==> config.mk <==
export PLATFORM = sky130hd
export DESIGN_NAME = one_by_three_demultiplexer
export DESIGN_NICKNAME = d
export VERILOG_FILES = /design/src/rtl/one_by_three_demultiplexer_pkg.sv /design/src/rtl/one_by_three_demultiplexer_out_slot.sv /design/src/rtl/one_by_three_demultiplexer.sv
export SDC_FILE = /design/constraint.sdc
export NUM_CORES = 1
export LEC_CHECK = 0
export ABC_AREA = 1
export BUFFER_PORTS_ARGS = -buffer_cell sky130_fd_sc_hd__buf_2
export CAP_MARGIN = 0
export CORE_AREA = 2 2 39 41
export CTS_CLUSTER_SIZE = 25
export DETAILED_ROUTE_END_ITERATION = 16
export DIE_AREA = 0 0 41 43
export PLACE_DENSITY = 0.46
export SYNTH_ARGS = -nofsm -noshare
export SYNTH_HDL_FRONTEND = slang
export SYNTH_HIERARCHICAL = 1
export SYNTH_SLANG_ARGS = --single-unit
==> constraint.sdc <==
create_clock -name clk -period 2.1 [get_ports clk]
set_input_delay 0.21 -clock clk [delete_from_list [all_inputs] [get_ports clk]]
set_output_delay 0.21 -clock clk [all_outputs]
set_load 0.02 [all_outputs]
==> src/rtl/one_by_three_demultiplexer_pkg.sv <==
// Shared types and helpers for the 1-to-3 demultiplexer.
//   route_t       : output selector (A, B, C)
//   slot_state_t  : one-entry output slot occupancy
//   decode_route  : {sel1,sel2} -> route, same encoding as the 3-input mux
//   next_route    : round-robin successor A -> B -> C -> A
package one_by_three_demultiplexer_pkg;

  localparam int unsigned ROUTE_W = 2;

  typedef enum logic [ROUTE_W-1:0] {
    ROUTE_A = 2'd0,
    ROUTE_B = 2'd1,
    ROUTE_C = 2'd2
  } route_t;

  typedef enum logic {
    EMPTY = 1'b0,
    FULL  = 1'b1
  } slot_state_t;

  // 10 is an alias of 11; both steer to C.
  function automatic route_t decode_route(input logic sel1, input logic sel2);
    route_t r;
    case ({sel1, sel2})
      2'b00:   r = ROUTE_A;
      2'b01:   r = ROUTE_B;
      default: r = ROUTE_C;
    endcase
    return r;
  endfunction

  function automatic route_t next_route(input route_t r);
    route_t n;
    case (r)
      ROUTE_A: n = ROUTE_B;
      ROUTE_B: n = ROUTE_C;
      default: n = ROUTE_A;
    endcase
    return n;
  endfunction

endpackage

==> src/rtl/one_by_three_demultiplexer_out_slot.sv <==
// One-entry output buffer with valid/ready handshake.
// Ports:
//   clk, rst_n : clock, async active-low reset
//   load       : write data into the slot this cycle (only when space_c)
//   data       : word to load
//   drain      : consumer ready; empties a FULL slot unless reloaded
//   valid      : slot holds a word (registered state)
//   data_out   : registered word, held while valid && !drain
//   space_c    : slot can accept a word this cycle (EMPTY, or FULL and draining)
module demux_out_slot
  import one_by_three_demultiplexer_pkg::*;
#(
  parameter int unsigned WIDTH = 1
) (
  input  logic             clk,
  input  logic             rst_n,
  input  logic             load,
  input  logic [WIDTH-1:0] data,
  input  logic             drain,
  output logic             valid,
  output logic [WIDTH-1:0] data_out,
  output logic             space_c
);

  slot_state_t state, state_nxt;

  // State register.
  always_ff @(posedge clk or negedge rst_n) begin
    if (!rst_n) state <= EMPTY;
    else        state <= state_nxt;
  end

  // Next state: load wins over drain so a simultaneous drain+load stays FULL.
  always_comb begin
    state_nxt = state;
    case (state)
      EMPTY:   if (load) state_nxt = FULL;
      FULL:    if (drain && !load) state_nxt = EMPTY;
      default: state_nxt = EMPTY;
    endcase
  end

  // Data register; only written on load so an EMPTY slot keeps its last word.
  always_ff @(posedge clk or negedge rst_n) begin
    if (!rst_n)    data_out <= '0;
    else if (load) data_out <= data;
  end

  assign valid   = (state == FULL);
  assign space_c = (state == EMPTY) || drain;

endmodule

==> src/rtl/one_by_three_demultiplexer.sv <==
// Registered 1-to-3 demultiplexer with per-output one-entry buffers.
// Steers the input stream to A, B or C; a stalled consumer only blocks words
// routed to it.
// Ports:
//   clk, rst_n               : clock, async active-low reset
//   in, in_valid, in_ready   : input stream (in_ready is combinational)
//   sel1, sel2               : route select {sel1,sel2}: 00->A, 01->B, 1x->C
//   A/B/C, *_valid, *_ready  : output streams
// Build option DEMUX_RR_EN: ignore sel1/sel2 and route round-robin A->B->C,
// advancing on each accepted word.
module one_by_three_demultiplexer
  import one_by_three_demultiplexer_pkg::*;
#(
  parameter int unsigned WIDTH = 1
) (
  input  logic             clk,
  input  logic             rst_n,
  input  logic [WIDTH-1:0] in,
  input  logic             in_valid,
  output logic             in_ready,
  input  logic             sel1,
  input  logic             sel2,
  output logic [WIDTH-1:0] A,
  output logic [WIDTH-1:0] B,
  output logic [WIDTH-1:0] C,
  output logic             A_valid,
  output logic             B_valid,
  output logic             C_valid,
  input  logic             A_ready,
  input  logic             B_ready,
  input  logic             C_ready
);

  localparam int unsigned N_OUT = 3;

  route_t             route_c;
  logic               accept_c;
  logic [N_OUT-1:0]   space_c;
  logic [N_OUT-1:0]   load_c;

`ifdef DEMUX_RR_EN
  route_t rr_q;
  logic   unused_sel;

  assign unused_sel = sel1 ^ sel2;

  // Round-robin pointer, advances only on accepted words.
  always_ff @(posedge clk or negedge rst_n) begin
    if (!rst_n)        rr_q <= ROUTE_A;
    else if (accept_c) rr_q <= next_route(rr_q);
  end

  assign route_c = rr_q;
`else
  assign route_c = decode_route(sel1, sel2);
`endif

  // Ready reflects only the selected slot, independent of in_valid.
  always_comb begin
    in_ready = 1'b0;
    case (route_c)
      ROUTE_A: in_ready = space_c[0];
      ROUTE_B: in_ready = space_c[1];
      default: in_ready = space_c[2];
    endcase
  end

  assign accept_c  = in_valid && in_ready;
  assign load_c[0] = accept_c && (route_c == ROUTE_A);
  assign load_c[1] = accept_c && (route_c == ROUTE_B);
  assign load_c[2] = accept_c && (route_c == ROUTE_C);

  demux_out_slot #(.WIDTH(WIDTH)) u_slot_a (
    .clk      (clk),
    .rst_n    (rst_n),
    .load     (load_c[0]),
    .data     (in),
    .drain    (A_ready),
    .valid    (A_valid),
    .data_out (A),
    .space_c  (space_c[0])
  );

  demux_out_slot #(.WIDTH(WIDTH)) u_slot_b (
    .clk      (clk),
    .rst_n    (rst_n),
    .load     (load_c[1]),
    .data     (in),
    .drain    (B_ready),
    .valid    (B_valid),
    .data_out (B),
    .space_c  (space_c[1])
  );

  demux_out_slot #(.WIDTH(WIDTH)) u_slot_c (
    .clk      (clk),
    .rst_n    (rst_n),
    .load     (load_c[2]),
    .data     (in),
    .drain    (C_ready),
    .valid    (C_valid),
    .data_out (C),
    .space_c  (space_c[2])
  );

endmodule

-- Word level (Yosys, flattened, before mapping)
Index checks and enable logic that the tools add are counted.
- multiplexer cells: 11
- reduce and logical (&&, ||, !) cells: 15
- eq/ne operators: 3
- bitwise operators: 3
- operator list (kind ; number):
    case mux 1 bit (2 select lines) ; 4
    logical AND 1 bit ; 7
    2-to-1 mux 1 bit ; 6
    == test 2 x 1 -> 1 bit, second input constant ; 2
    logical NOT 2 bit ; 2
    case mux 2 bit (2 select lines) ; 1
    logical NOT 1 bit ; 3
    logical OR 1 bit ; 3
    NOT 1 bit ; 3
    == test 2 bit, second input constant ; 1
- word-level logic and storage cells: 38
- input port bits: 9
- bits in registers: 6

-- Logic depth before layout (Yosys ltp)
- depth in word-level cells: 10
- mapped depth: 9
- mapped depth without buffers: 9

-- Cells and area by module
The synthesis kept the hierarchy.
- modules (own cells, without submodules) (module ; area an instance (um^2) ; instances ; cells an instance):
    demux_out_slot ; 78.8 ; 3 ; 9
    one_by_three_demultiplexer ; 57.6 ; 1 ; 12

-- Worst setup path before layout
No wires, ideal clock.
- path kind: register to register
- from: register u_slot_b.state, in the netlist u_slot_b/valid
- to: register u_slot_a.data_out
- arrival: 1.101 ns
- data required time: 1.983 ns
- slack: 0.882 ns
- library setup time: 0.117 ns
- period minus slack after synthesis: 1.218 ns
- stages on the path, launching flop included: 9
- cell sequence: dfrtp_1 nand2_2 nand3_1 nand3_2 nand2_2 nor2_1 inv_1 nand2_1 nand2_1
- longest elaborated chain between the ends: 5
- ends and longest elaborated chain (element ; RTL line ; RTL):
    start: declaration ; one_by_three_demultiplexer_out_slot.sv:25 ; slot_state_t state, state_nxt;
    start signal: assignment ; one_by_three_demultiplexer_out_slot.sv:30 ; else state <= state_nxt;
    NOT 1 bit ; -- ;
    logical OR 1 bit ; one_by_three_demultiplexer_out_slot.sv:50 ; assign space_c = (state == EMPTY) || drain;
    named net space_c[1] ; one_by_three_demultiplexer.sv:38 ; logic [N_OUT-1:0] space_c;
    case mux 1 bit (2 select lines) ; one_by_three_demultiplexer.sv:61 ; case (route_c)
    named net in_ready ; one_by_three_demultiplexer.sv:20 ; output logic in_ready,
    logical AND 1 bit ; one_by_three_demultiplexer.sv:68 ; assign accept_c = in_valid && in_ready;
    logical AND 1 bit ; one_by_three_demultiplexer.sv:69 ; assign load_c[0] = accept_c && (route_c == ROUTE_A);
    named net load_c[0] ; one_by_three_demultiplexer.sv:39 ; logic [N_OUT-1:0] load_c;
    end signal: assignment ; one_by_three_demultiplexer_out_slot.sv:46 ; else if (load) data_out <= data;
    end: declaration ; one_by_three_demultiplexer_out_slot.sv:21 ; output logic [WIDTH-1:0] data_out,
The timed path passes the listed nets, and every way through them passes these cells.
A chain may end at the register's enable or synchronous reset.

-- Worst setup path in the final report
- from: register u_slot_b.state, in the netlist u_slot_b/valid
- to: output port in_ready
- longest elaborated chain between the ends: 3
- ends and longest elaborated chain (element ; RTL line):
    NOT 1 bit ; --
    logical OR 1 bit ; one_by_three_demultiplexer_out_slot.sv:50
    named net space_c[1] ; one_by_three_demultiplexer.sv:38
    case mux 1 bit (2 select lines) ; one_by_three_demultiplexer.sv:61
    end: declaration ; one_by_three_demultiplexer.sv:20
The timed path passes the listed nets, and every way through them passes these cells.

==> impl_metrics.yaml <==
finish:
  layout.nets: 69
  final_cells: 74
  layout_common_cells: "nand2_1 (15), buf_2 (15), inv_1 (8)"
  fill_cells: 167
  area_growth_pct: 43.4
  antenna_cells: 0
  drive_above_1_share_pct: 41.4
  final_core_util_pct: 30.5
synth:
  yosysSeqAreaShare_pct: 51.1
  synth.top_cell.area_share_pct: 51.1
  yosys_warnings: 6
  avgSynthCellArea_sq_um: 7.54
  yosys_register_bits: 6
  syn-num-nets: 48
  synth_area_leaders: "dfrtp_1 (51%), nand2_1 (19%), inv_1 (10%), nand2_2 (8.5%), nor2_1 (3.8%)"
  yosysUniqueCellTypes: 8
  netlist_area_sq_um: 294
  syn_inst: 39
  yosysTopAreaCell: "dfrtp_1"
sta:
  tightest_slew_ps: 143
  timing.fmax_ghz: 0.808
  finalSetupTns_ps: 0
  finalCritPeriodShare_pct: 58.9
  fin_hold_ws_ps: 213
  max_slew_margin_pct: 90.4
  rsz0062_at_grt: "false"
  hold_violations: 0
  final_max_slew_viol_count: 0
  layout_min_cycle_time_ps: 1240
  setup_viol_count_final: 0
  skew_ps: 0.528
die:
  fp.coreArea_sq_um: 1380
  die_x_um: 41
  placementRows: 14
  initial_core_util_pct: 21.2
  die_h_um: 43
  ios: 16
  die_area_sq_um: 1760
grt:
  antenna_found_initial: 0
  grt_pass1_wl_um: 972
  grt_pass1_vias: 246
  grt_usage_pct: 8.88
  grt.overflow.total: 0
  grt_max_degree: 7
placement:
  dpl.cell_count: 70
  place.gp.congestion: 0.656
  dp_hpwl_um: 517
  port_buffers: 15
run:
  maxCapViolCount: 0
power:
  p_int_mw: 0.227
  swShare_pct: 30.8
  p_leak_nw: 0.260
  p_sw_mw: 0.101
  clockPowerShare_pct: 31.8
  ir_drop_mv: 0.210
  powerDensity_nw_per_um2: 778
  power_frac_seq_pct: 42.8
  combPwrFrac_pct: 25.4
clock_tree:
  htree_levels: 1
  cts_buffer_depth: 2
  cts-root-buf: "clkbuf_4"
  clkSlewWorstSetupHoldPaths_ps: 40
  numCtsBuffers: 3
  cts_tree: "built"
  clk_latency_ps: 240
  cts.sinks: 6
outcome:
  status: "finished, final reports clean"
worst_setup_path:
  crit_type: "reg -> out"
  reg2reg_to: "u_slot_c/data_out"
  critPathLaunchType: "flip-flop"
  required_ps: 1890
  rr_startpoint: "u_slot_b/valid"
  crit_fanout: 2
  reg2regPathDepth: 8
  reg2reg_slack_ps: 1010
  cp-end-kind: "primary output"
  worst_ep_arrival_time_ps: 1030
routing:
  drc: 0
  wl_per_cell_um: 8.38
  drtIter0Drc: 3
  detail-route-antenna-nets: 0
  drt_pass1_iterations: 2
  num_vias: 276
  routed_wl_um: 620
  vias_per_cell: 3.73
worst_hold_path:
  hp-class: "in -> reg"
  hold_depth: 3
  worstHoldStart: "in"
  min_to: "u_slot_b/data_out"
==> timing repair <==
action                                 CTS  global route
resized for setup                        0             0
setup buffers                            0             0
hold buffers                             1             0
endpoints found under the hold margin    6             0
==> routing by layer <==
metal | global-route usage [%] | part of all wire [%] | up-vias
met1 | 9.48 | 42 | 114
met4 | 10.0 | 3.1 | 0
met3 | 3.14 | 7.1 | 2
met2 | 11.9 | 48 | 10
li1 | - | - | 150
met5 | 0 | 0 | -
==> final cells by class <==
| type | count | area (sq um) | share of cell area, % |
|---|---|---|---|
| repair buffers | 16 | 85.1 | 20.2 |
| well taps | 16 | 20.0 | 4.75 |
| inverters | 8 | 30.0 | 7.12 |
| flip-flops and latches | 6 | 150 | 35.6 |
| multi-input cells | 25 | 114 | 27.0 |
| clock buffers | 3 | 22.5 | 5.34 |
==> state kept, by name, summed over array words and instances, names as in the netlist <==
signal             cells
u_slot_a/data_out      1
u_slot_a/valid         1
u_slot_b/data_out      1
u_slot_b/valid         1
u_slot_c/data_out      1
u_slot_c/valid         1
==> synthesized netlist by cell type <==
| cell type | number |
|---|---|
| nand2_1 | 15 |
| inv_1 | 8 |
| dfrtp_1 | 6 |
| nand2_2 | 4 |
| nor2_1 | 3 |
| nand3_1 | 1 |
| nand3_2 | 1 |
| nor2_2 | 1 |
==> kinds of logic (layout without fill, tap and decap cells) <==
| logic type | Yosys count | in the layout | share of synthesized area (%) |
|---|---|---|---|
| and+or+nand+nor | 25 | 25 | 38.7 |
| buffers and inverters | 8 | 27 | 10.2 |
| DFF | 6 | 6 | 51.1 |
==> power groups by stage <==
stage	clock network, mW	logic, mW	registers [mW]
2_1_floorplan	0	0.0277	0.164
3_3_place_gp	0	0.0829	0.143
3_5_place_dp	0	0.0837	0.143
4_1_cts	0.111	0.0853	0.141
5_1_grt	0.118	0.0936	0.143
6_report	0.104	0.0834	0.140
==> worst max-delay path by stage <==
stage / startpoint / endpoint / slack, ps / cells past startpoint
final: u_slot_b/valid / in_ready / 860 / 4
after global routing: u_slot_b/valid / in_ready / 790 / 4
after global placement: u_slot_b/valid / u_slot_b/data_out / 1000 / 8
after floorplan: u_slot_b/valid / u_slot_a/data_out / 880 / 8
after detailed placement: u_slot_b/valid / u_slot_b/data_out / 990 / 8
after CTS: u_slot_b/valid / in_ready / 840 / 4
==> stage by stage <==
step	setup WS [ps]	power, mW	cell area [sq um]
CTS	838	0.337	422
detailed placement	990	0.226	389
global placement	1000	0.225	389
global route	792	0.354	422
floorplan	882	0.191	294
finish	863	0.328	422
==> worst max-delay path, cell delays in order (launching register included) <==
cell	delay (ps)
dfrtp_1	380
nand2_2	80
nand3_1	90
nand3_2	90
buf_2	160
Power figures use the tool's default switching activity.
